**src/rtl/traffic_phase_controller.sv**
```systemverilog
// ---------------------------------------------------------------------------
// traffic_phase_controller
//
// Cycles a set of mutually conflicting vehicle phases through
// GREEN -> YELLOW -> ALL-RED. A pedestrian WALK interval is inserted after
// the all-red clearance whenever a push-button request is pending. Each
// state lasts a fixed number of cycles, counted by a down-timer that is
// loaded with (time-1) on entry.
//
// Optional feature (compile-time macro):
//   PED_EARLY_CUT_EN - a pending pedestrian request cuts the current green
//                      short once it has run at least GREEN_MIN cycles.
//                      Without the macro, green always runs GREEN_TIME
//                      cycles and the green-elapsed counter is not built.
//
// Ports:
//   clk          single clock, all logic on posedge
//   reset        synchronous, active-high reset
//   ped_request  pedestrian push-button (level or one-cycle pulse)
//   light        per-phase light code, phase p at [2p+1:2p]
//                (00 red, 01 green, 10 yellow)
//   ped_light    high during WALK
//   ped_wait     high while a pedestrian request is latched and unserved
//   phase        index of the current or most recent vehicle phase
// All outputs are registered.
// ---------------------------------------------------------------------------
module traffic_phase_controller #(
   parameter int NUM_PHASES  = 2,
   parameter int CNT_W       = 16,
   parameter int GREEN_TIME  = 8,
   parameter int GREEN_MIN   = 3,
   parameter int YELLOW_TIME = 2,
   parameter int ALLRED_TIME = 1,
   parameter int WALK_TIME   = 4
) (
   input  logic                          clk,
   input  logic                          reset,
   input  logic                          ped_request,
   output logic [2*NUM_PHASES-1:0]       light,
   output logic                          ped_light,
   output logic                          ped_wait,
   output logic [$clog2(NUM_PHASES)-1:0] phase
);

   localparam int PH_W = $clog2(NUM_PHASES);

   localparam logic [1:0] LC_RED    = 2'b00;
   localparam logic [1:0] LC_GREEN  = 2'b01;
   localparam logic [1:0] LC_YELLOW = 2'b10;

   localparam logic [CNT_W-1:0] TIMER_ZERO  = {CNT_W{1'b0}};
   localparam logic [CNT_W-1:0] TIMER_ONE   = CNT_W'(1);
   localparam logic [CNT_W-1:0] GREEN_LOAD  = CNT_W'(GREEN_TIME - 1);
   localparam logic [CNT_W-1:0] YELLOW_LOAD = CNT_W'(YELLOW_TIME - 1);
   localparam logic [CNT_W-1:0] ALLRED_LOAD = CNT_W'(ALLRED_TIME - 1);
   localparam logic [CNT_W-1:0] WALK_LOAD   = CNT_W'(WALK_TIME - 1);

   localparam logic [PH_W-1:0] PH_ZERO = {PH_W{1'b0}};
   localparam logic [PH_W-1:0] PH_ONE  = PH_W'(1);
   localparam logic [PH_W-1:0] PH_LAST = PH_W'(NUM_PHASES - 1);

   // Reject illegal configurations at elaboration time.
   if (NUM_PHASES < 2 || NUM_PHASES > 8) begin : g_bad_num_phases
      $error("traffic_phase_controller: NUM_PHASES must be in 2..8");
   end
   if (GREEN_MIN < 1 || GREEN_MIN > GREEN_TIME) begin : g_bad_green_min
      $error("traffic_phase_controller: GREEN_MIN must be in 1..GREEN_TIME");
   end

   typedef enum logic [1:0] {
      ST_GREEN  = 2'b00,
      ST_YELLOW = 2'b01,
      ST_ALLRED = 2'b10,
      ST_WALK   = 2'b11
   } state_t;

   state_t                  state_r;
   state_t                  state_nxt_s;
   logic [CNT_W-1:0]        timer_r;
   logic [CNT_W-1:0]        timer_nxt_s;
   logic [PH_W-1:0]         phase_r;
   logic [PH_W-1:0]         phase_nxt_s;
   logic                    ped_wait_r;
   logic                    ped_wait_nxt_s;
   logic [2*NUM_PHASES-1:0] light_r;
   logic                    ped_light_r;
   logic                    green_done_s;

`ifdef PED_EARLY_CUT_EN
   localparam logic [CNT_W-1:0] GREEN_MIN_M1 = CNT_W'(GREEN_MIN - 1);

   // Number of green cycles already completed before the current one.
   logic [CNT_W-1:0]        green_elapsed_r;
   logic [CNT_W-1:0]        green_elapsed_nxt_s;
`endif

   // Light vector for a given state and phase: only the active phase is
   // ever non-red, so the 11 code cannot appear.
   function automatic logic [2*NUM_PHASES-1:0] encode_light(
      input state_t          st,
      input logic [PH_W-1:0] ph
   );
      logic [2*NUM_PHASES-1:0] v;
      v = {(2*NUM_PHASES){1'b0}};
      for (int p = 0; p < NUM_PHASES; p++) begin
         if (PH_W'(p) == ph) begin
            case (st)
               ST_GREEN:  v[2*p +: 2] = LC_GREEN;
               ST_YELLOW: v[2*p +: 2] = LC_YELLOW;
               default:   v[2*p +: 2] = LC_RED;
            endcase
         end else begin
            v[2*p +: 2] = LC_RED;
         end
      end
      return v;
   endfunction

   // Successor phase index with wrap from the last phase back to zero.
   function automatic logic [PH_W-1:0] next_phase(input logic [PH_W-1:0] ph);
      logic [PH_W-1:0] n;
      if (ph == PH_LAST) begin
         n = PH_ZERO;
      end else begin
         n = ph + PH_ONE;
      end
      return n;
   endfunction

   // Green end condition: timer expiry, or an early cut for a waiting
   // pedestrian once the minimum green (counting this cycle) is reached.
   always_comb begin
`ifdef PED_EARLY_CUT_EN
      green_done_s = (timer_r == TIMER_ZERO) ||
                     (ped_wait_r && (green_elapsed_r >= GREEN_MIN_M1));
`else
      green_done_s = (timer_r == TIMER_ZERO);
`endif
   end

   // Next-state, timer, phase and pedestrian-latch logic.
   always_comb begin
      state_nxt_s    = state_r;
      timer_nxt_s    = timer_r;
      phase_nxt_s    = phase_r;
      // Requests are latched in every state except WALK, where they are
      // deliberately dropped so one press never yields two walks.
      ped_wait_nxt_s = ped_wait_r | ((state_r != ST_WALK) & ped_request);

      case (state_r)
         ST_GREEN: begin
            if (green_done_s) begin
               state_nxt_s = ST_YELLOW;
               timer_nxt_s = YELLOW_LOAD;
            end else begin
               timer_nxt_s = timer_r - TIMER_ONE;
            end
         end
         ST_YELLOW: begin
            if (timer_r == TIMER_ZERO) begin
               state_nxt_s = ST_ALLRED;
               timer_nxt_s = ALLRED_LOAD;
            end else begin
               timer_nxt_s = timer_r - TIMER_ONE;
            end
         end
         ST_ALLRED: begin
            if (timer_r == TIMER_ZERO) begin
               // Decision uses the latched request only; a press arriving
               // in this very cycle is held over to the next clearance.
               if (ped_wait_r) begin
                  state_nxt_s    = ST_WALK;
                  timer_nxt_s    = WALK_LOAD;
                  ped_wait_nxt_s = 1'b0;
               end else begin
                  state_nxt_s = ST_GREEN;
                  timer_nxt_s = GREEN_LOAD;
                  phase_nxt_s = next_phase(phase_r);
               end
            end else begin
               timer_nxt_s = timer_r - TIMER_ONE;
            end
         end
         ST_WALK: begin
            if (timer_r == TIMER_ZERO) begin
               state_nxt_s = ST_GREEN;
               timer_nxt_s = GREEN_LOAD;
               phase_nxt_s = next_phase(phase_r);
            end else begin
               timer_nxt_s = timer_r - TIMER_ONE;
            end
         end
         default: begin
            state_nxt_s    = ST_GREEN;
            timer_nxt_s    = GREEN_LOAD;
            phase_nxt_s    = PH_ZERO;
            ped_wait_nxt_s = 1'b0;
         end
      endcase
   end

`ifdef PED_EARLY_CUT_EN
   // Green-elapsed count restarts whenever green is (re)entered.
   always_comb begin
      if ((state_r == ST_GREEN) && (state_nxt_s == ST_GREEN)) begin
         green_elapsed_nxt_s = green_elapsed_r + TIMER_ONE;
      end else begin
         green_elapsed_nxt_s = TIMER_ZERO;
      end
   end

   // Green-elapsed counter register.
   always_ff @(posedge clk) begin
      if (reset) begin
         green_elapsed_r <= TIMER_ZERO;
      end else begin
         green_elapsed_r <= green_elapsed_nxt_s;
      end
   end
`endif

   // FSM state register.
   always_ff @(posedge clk) begin
      if (reset) begin
         state_r <= ST_GREEN;
      end else begin
         state_r <= state_nxt_s;
      end
   end

   // Timer, phase, request latch and registered outputs. The outputs are
   // computed from the next-state values so they line up with the state.
   always_ff @(posedge clk) begin
      if (reset) begin
         timer_r     <= GREEN_LOAD;
         phase_r     <= PH_ZERO;
         ped_wait_r  <= 1'b0;
         light_r     <= encode_light(ST_GREEN, PH_ZERO);
         ped_light_r <= 1'b0;
      end else begin
         timer_r     <= timer_nxt_s;
         phase_r     <= phase_nxt_s;
         ped_wait_r  <= ped_wait_nxt_s;
         light_r     <= encode_light(state_nxt_s, phase_nxt_s);
         ped_light_r <= (state_nxt_s == ST_WALK);
      end
   end

   assign light     = light_r;
   assign ped_light = ped_light_r;
   assign ped_wait  = ped_wait_r;
   assign phase     = phase_r;

endmodule

```
**config.mk**
```make
export PLATFORM = sky130hd
export DESIGN_NAME = traffic_phase_controller
export DESIGN_NICKNAME = d
export VERILOG_FILES = /design/src/rtl/traffic_phase_controller.sv
export SDC_FILE = /design/constraint.sdc
export NUM_CORES = 1
export LEC_CHECK = 0
export ABC_AREA = 1
export CORE_MARGIN = 5
export CORE_UTILIZATION = 50
export CTS_BUF_LIST = sky130_fd_sc_hd__clkbuf_16
export CTS_CLUSTER_SIZE = 28
export DETAILED_ROUTE_END_ITERATION = 8
export HOLD_SLACK_MARGIN = 0.03
export PLACE_DENSITY = 0.74
export RECOVER_POWER = 50
export SETUP_SLACK_MARGIN = 0.4
export SLEW_MARGIN = 15
export SYNTH_ARGS = -nofsm -noshare
export SYNTH_HDL_FRONTEND = slang
export SYNTH_SLANG_ARGS = --single-unit
export TNS_END_PERCENT = 5
```
**constraint.sdc**
```tcl
create_clock -name clk -period 3.3 [get_ports clk]
set_input_delay 0.99 -clock clk [delete_from_list [all_inputs] [get_ports clk]]
set_output_delay 0.99 -clock clk [all_outputs]
set_load 0.01 [all_outputs]
```
==> results_dict.tcl, run 1 <==
set metrics [dict create \
    run_status "finished clean" \
    max-cap-violations 0 \
    tightest_slew_ns 0.441 \
    setup-tns-final_ns 0 \
    cts_tree "yes" \
    report.final.slew_viol_count 0 \
    grt_remaining_overflow 0 \
    worst_skew_pair.late_latency_ns 0.25 \
    core_sq_um 2250 \
    cellPowerDensity_nw_per_um2 447 \
    relative_max_transition_margin_pct 70.5 \
    n_fill_cell 228 \
    overall_fraction_of_global_route_tracks_in_use_pct 13.8 \
    post_synthesis_area_per_instance_sq_um 7.78 \
    buffers_from_clock_root_to_sink_at_most 2 \
    timing.clock.skew_ns 0.00258 \
    timing.critical_path.required_ns 3.45 \
    grt_antenna_before_repair 0 \
    largest_net_degree_at_the_start_of_global_routing 15 \
    antenna_cells_inserted 0 \
    finalSetupViolations 0 \
    synth_largest_area_cell "dfxtp_1" \
    detailedRoute.firstIterationViolations 12 \
    ctsResizeCount 0 \
    layout-drive-gt1-share_pct 15.6 \
    crit_chain "dlygate4sd3_1 -> inv_1 -> nand2_1 -> inv_4 -> nand2_1 -> o21ai_1 -> inv_1" \
    worst_ep_arrival_time_ns 2.37 \
    critical_path_launch_point_type "primary input" \
    drt_wl_total_microns 2110 \
    htree_num_levels 1 \
    die_h_microns 58.9 \
    synth_warn 0 \
    drt.antenna.violating_nets 0 \
    critical_path_capture_point_type "register" \
    die_width_microns 58.9 \
    critPathMaxFanout 10 \
    leakage_nw 0.623 \
    via_per_inst 5.04 \
    netlist_instances 154 \
    dieArea_sq_um 3470 \
    grt_pass1_wl_microns 3860 \
    max_clock_freq_ghz 0.449 \
    ff2ff_path_depth 9 \
    clock_sink_count 25 \
    detailedPlacementHpwl_microns 1660 \
    number_of_port_buffers 9 \
    final_hold_viol_count 0 \
    floorplan.initialDensity_pct 53.1 \
    cts_hold_repair.buffers 0 \
    cts_setup_buffers 0 \
    seqCellArea_sq_um 500 \
    ys_seq_area_share_pct 41.8 \
    number_of_distinct_library_cells_after_synthesis 22 \
    vias_in_the_first_global_route 956 \
    routed-via-count 982 \
    crit_path_max_incr_delay_ns 0.59 \
    synthDominantCellAreaShare_pct 41.8 \
    final.hold.worst_slack_ns 0.450 \
    path_class "in -> reg" \
    yosys_register_bits 25 \
    crit_slowest_cell "dlygate4sd3_1" \
    worst_slack_ns 1.07 \
    cts_inserted_buffers 3 \
    synthToLayoutAreaGrowth_pct 15.7 \
    final_period_utilization_pct 67.4 \
    finish.net_count 173 \
    drc_violations_left 0 \
    io-pin-count 10 \
    post_syn_area_sq_um 1200 \
    clk_pin_slew_ns 0.06 \
    place_worst_setup_slack_ns 1.10 \
    rsz0062_at_grt "no" \
    cts_root_buf "clkbuf_16" \
    drt-pass1-iter-count 4 \
    timing.final.crit_period_ns 2.23 \
    routability_cong 0.883 \
    final_core_util_pct 61.4 \
    rows 17 \
    synthesis.nets 159 \
    worst_hold_path.num_cells 1 \
    multi_input_comb_area_sq_um 613 \
    routed_wire_length_per_instance_microns 10.8 \
    hold_path.class "reg -> reg" \
    synth_top_cells_by_area "dfxtp_1 42%, nor2_1 9.1%, nand2_1 6.9%" \
    power.ir.vdd_worst_v 0.000336 \
]
## power by group
part / switching (mW) / leakage, nW / internal, mW / total, mW
Sequential: 0.00512 / 0.202 / 0.308 / 0.313
Clock: 0.0975 / 0.0409 / 0.163 / 0.260
Combinational: 0.0285 / 0.380 / 0.0176 / 0.0462
Total: 0.131 / 0.623 / 0.488 / 0.619
## per-stage QoR
step / power [mW] / cells / instance area (sq um)
2_1_floorplan: 0.355 / 154 / 1200
3_3_place_gp: 0.366 / 191 / 1320
3_5_place_dp: 0.367 / 191 / 1320
4_1_cts: 0.627 / 195 / 1400
5_1_grt: 0.647 / 195 / 1390
6_report: 0.619 / 195 / 1390
## critical path, delay by kind of cell
| family | cells | cell delay [ns] |
|---|---|---|
| AO/OA/AOI/OAI | 1 | 0.07 |
| buffers and inverters | 4 | 0.97 |
| AND/OR/NAND/NOR | 2 | 0.34 |
## path summary, 6_finish.rpt
kind / slack [ns] / end / from
max: 1.07 / timer_r[1]$_SDFF_PP1_ / reset
min: 0.45 / timer_r[0]$_SDFF_PP1_ / timer_r[0]$_SDFF_PP1_
min reg2reg: 0.45 / timer_r[0]$_SDFF_PP1_ / timer_r[0]$_SDFF_PP1_
max reg2reg: 1.42 / timer_r[13]$_SDFF_PP0_ / timer_r[0]$_SDFF_PP1_
## flip-flops by register name, summed over array words and instances, names as in the netlist
name,cells
phase,1
ped_wait,1
timer_r,16
light,4
ped_light,1
state_r,2
## cells in the mapped netlist, drive strengths merged
library cell  count
xor2              5
o22ai             1
nand2            32
nand3            10
o21ai             6
nor4              1
a21oi             8
ha                2
inv              17
xnor2             3
nor3              1
o21a              1
nand4             2
dfxtp            25
nor2             40
## cells by family after synthesis
family	Yosys count	synth area share [%]
XOR/XNOR	8	5.85
AND/OR/NAND/NOR	86	37.7
AO/OA/AOI/OAI	16	7.00
buffers and inverters	17	5.54
flip-flops	25	41.8
adder cells (fa/ha/maj)	2	2.09
## layout by cell type, fill, tap and decap left out, types with 2 or more instances in the layout
cell type,count
nor2_2,5
xor2_1,5
nor2_4,5
nand4_1,2
inv_1,16
nand2_1,24
o21ai_0,5
nand3_2,3
a21oi_1,8
nor2_1,30
clkdlybuf4s50_1,8
clkbuf_16,3
nand2_2,7
nand3_1,7
ha_1,2
xnor2_1,3
dfxtp_1,25
## metal layers
metal	share of wire, %	track usage [%]	vias up
met5	0	0	-
met4	0.61	1.94	0
met3	2.3	2.85	2
met2	50	24.9	11
met1	47	17.0	454
li1	-	-	515
## final cells by class
| cell class | instances | share of cell area [%] |
|---|---|---|
| Tap cell | 28 | 2.53 |
| Multi-Input combinational cell | 112 | 44.3 |
| Inverter | 17 | 4.79 |
| Clock inverter | 1 | 0.361 |
| Timing Repair Buffer | 9 | 6.50 |
| Sequential cell | 25 | 36.1 |
| Clock buffer | 3 | 5.42 |
No activity file was read; power rests on OpenSTA's default activity.
==> run 2: changes to the inputs <==
- PLACE_DENSITY: 0.74 -> 0.77
- clock period: 3.3 -> 1.8 ns (I/O delays scaled with it)
==> run 2 against run 1 <==
- final cell count up 0.51%
- register-to-register slack lost 1.2 ns
- final area increased by 0.54%
- global-route usage rose by 0.50 points
- combinational power is 89% higher
- clock skew increased by 0.0014 ns
- clock power up 87%
- sequential cell count unchanged
- sequential power increased by 83%
- critical path type is now reg -> out
- sequential share of layout area decreased by 0.19 points
- count of clock-buffer cells in the layout stayed put
==> results_dict.tcl, run 2 (synthesis gave the netlist of run 1 again) <==
set metrics [dict create \
    run_status "finished clean" \
    crit_path_max_incr_delay_ns 0.52 \
    grt_pass1_wl_microns 3810 \
    share_comb_of_total_power_pct 7.6 \
    timing.critical_path.required_ns 1.26 \
    relative_max_transition_margin_pct 74.5 \
    grt_antenna_before_repair 0 \
    path_class "reg -> out" \
    worstReg2RegStart "timer_r[0]$_SDFF_PP1_" \
    worst_ep_arrival_time_ns 1.08 \
    timing.final.crit_period_ns 1.62 \
    detailedPlacementHpwl_microns 1660 \
    worst_skew_pair.late_latency_ns 0.26 \
    regToRegSetupSlack_ns 0.23 \
    routed_wire_length_per_instance_microns 11.8 \
    dieArea_sq_um 3470 \
    cellPowerDensity_nw_per_um2 824 \
    leakage_nw 0.641 \
    power.ir.vdd_worst_v 0.000698 \
    final_common_cell "nor2_1" \
    floorplan.initialDensity_pct 53.1 \
    r2r_end "light[0]$_SDFF_PP1_" \
    core_sq_um 2250 \
    rsz0062_at_grt "yes" \
    vias_in_the_first_global_route 909 \
    critPathMaxFanout 1 \
    synthToLayoutAreaGrowth_pct 16.3 \
    setup-tns-final_ns 0 \
    die_width_microns 58.9 \
    cpLargestDelayFamily "buffers and inverters" \
    finalSetupViolations 0 \
    hold_path.class "reg -> reg" \
    io-pin-count 10 \
    routability_cong 0.808 \
    crit_chain "clkdlybuf4s50_1" \
    htree_num_levels 1 \
    ff2ff_path_depth 9 \
    detailedRoute.firstIterationViolations 32 \
    sequentialPowerShare_pct 50.0 \
    critical_path_launch_point_type "register" \
    cell_depth_of_the_worst_setup_path 1 \
    critPathCapture "light[0]" \
    die_h_microns 58.9 \
    power_switching_mw 0.253 \
    postLayoutCellArea_sq_um 1390 \
    final_period_utilization_pct 90.2 \
    count_of_buffering_cells_on_the_critical_path_with_inverters_included 1 \
    critPathLaunch "light[0]$_SDFF_PP1_" \
    routed-via-count 999 \
    antenna_cells_inserted 0 \
    layout-drive-gt1-share_pct 14.9 \
    max-cap-violations 0 \
    final_hold_viol_count 0 \
    power_switching_share_pct 22.0 \
    internal_power_mw 0.895 \
    largest_register_ff_count 16 \
    cts_tree "yes" \
    cts_inserted_buffers 3 \
    cts_hold_repair.buffers 0 \
    via_per_inst 5.10 \
    critical_path_capture_point_type "output pin" \
    most-common-layout-cells "30 x nor2_1, 25 x dfxtp_1, 24 x nand2_1" \
    clk_pin_slew_ns 0.06 \
    cts_root_buf "clkbuf_16" \
    overall_fraction_of_global_route_tracks_in_use_pct 14.3 \
    placement.cell_area_sq_um 1330 \
    tightest_slew_ns 0.381 \
    largest_net_degree_at_the_start_of_global_routing 14 \
    share_clk_of_total_power_pct 42.4 \
    buffers_from_clock_root_to_sink_at_most 2 \
    drt-pass1-iter-count 4 \
    largest_register "timer_r" \
    drt.antenna.violating_nets 0 \
    drc_violations_left 0 \
    finish.net_count 174 \
    cts_setup_buffers 0 \
    clock_sink_count 25 \
    max_clock_freq_ghz 0.616 \
    grt_remaining_overflow 0 \
    report.final.slew_viol_count 0 \
    drt_wl_total_microns 2310 \
    timing.clock.skew_ns 0.00394 \
    number_of_port_buffers 9 \
    rows 17 \
    crit_slowest_cell "clkdlybuf4s50_1" \
]
## run 2: cell type report
class / count / area (sq um)
Sequential cell: 25 / 500
Inverter: 17 / 66.3
Clock buffer: 3 / 75.1
Fill cell: 197 / 862
Timing Repair Buffer: 10 / 93.8
Multi-Input combinational cell: 112 / 618
Clock inverter: 1 / 3.75
Tap cell: 28 / 35.0
## run 2: worst min-delay path by stage
| stage | startpoint | to | slack (ns) | cells past startpoint |
|---|---|---|---|---|
| after CTS | timer_r[0]$_SDFF_PP1_ | timer_r[0]$_SDFF_PP1_ | 0.44 | 1 |
| after global placement | timer_r[0]$_SDFF_PP1_ | timer_r[0]$_SDFF_PP1_ | 0.42 | 1 |
| after global routing | timer_r[0]$_SDFF_PP1_ | timer_r[0]$_SDFF_PP1_ | 0.46 | 1 |
| final | timer_r[0]$_SDFF_PP1_ | timer_r[0]$_SDFF_PP1_ | 0.44 | 1 |
| after floorplan | timer_r[0]$_SDFF_PP1_ | timer_r[0]$_SDFF_PP1_ | 0.41 | 1 |
| after detailed placement | timer_r[0]$_SDFF_PP1_ | timer_r[0]$_SDFF_PP1_ | 0.43 | 1 |
## run 2: timing repair
item,4_1_cts,5_1_grt
hold endpoints to repair,0,0
resized for setup,3,1
endpoints found under the setup margin,22,31
cloned,0,0
## run 2: power groups by stage
stage	sequential [mW]	clock, mW	combinational, mW
2_1_floorplan	0.586	0	0.0647
4_1_cts	0.574	0.498	0.0888
3_3_place_gp	0.586	0	0.0869
5_1_grt	0.575	0.519	0.0978
6_report	0.574	0.487	0.0871
3_5_place_dp	0.587	0	0.0878
## run 2: routing by layer
| layer | part of all wire [%] | global-route usage (%) |
|---|---|---|
| met1 | 46 | 17.0 |
| met2 | 48 | 24.1 |
| met3 | 3.6 | 2.63 |
| met4 | 2.4 | 7.44 |
| met5 | 0 | 0 |
## run 2: metrics by stage
step | worst slack, ns | power (mW) | instances | hold slack [ns] | util, %
after floorplan | 0.488 | 0.650 | 154 | 0.408 | -
after global placement | 0.157 | 0.673 | 192 | 0.425 | 59.0
after detailed placement | 0.107 | 0.674 | 192 | 0.433 | 59.0
after CTS | 0.156 | 1.16 | 196 | 0.442 | 62.3
after global routing | 0.0906 | 1.19 | 196 | 0.463 | 61.8
final | 0.176 | 1.15 | 196 | 0.438 | 61.8
==> run 3: changes to the inputs <==
- SLEW_MARGIN: 15 -> 20
==> results of run 3 <==
The final DEF is identical to that of run 2; final timing and power are the same.
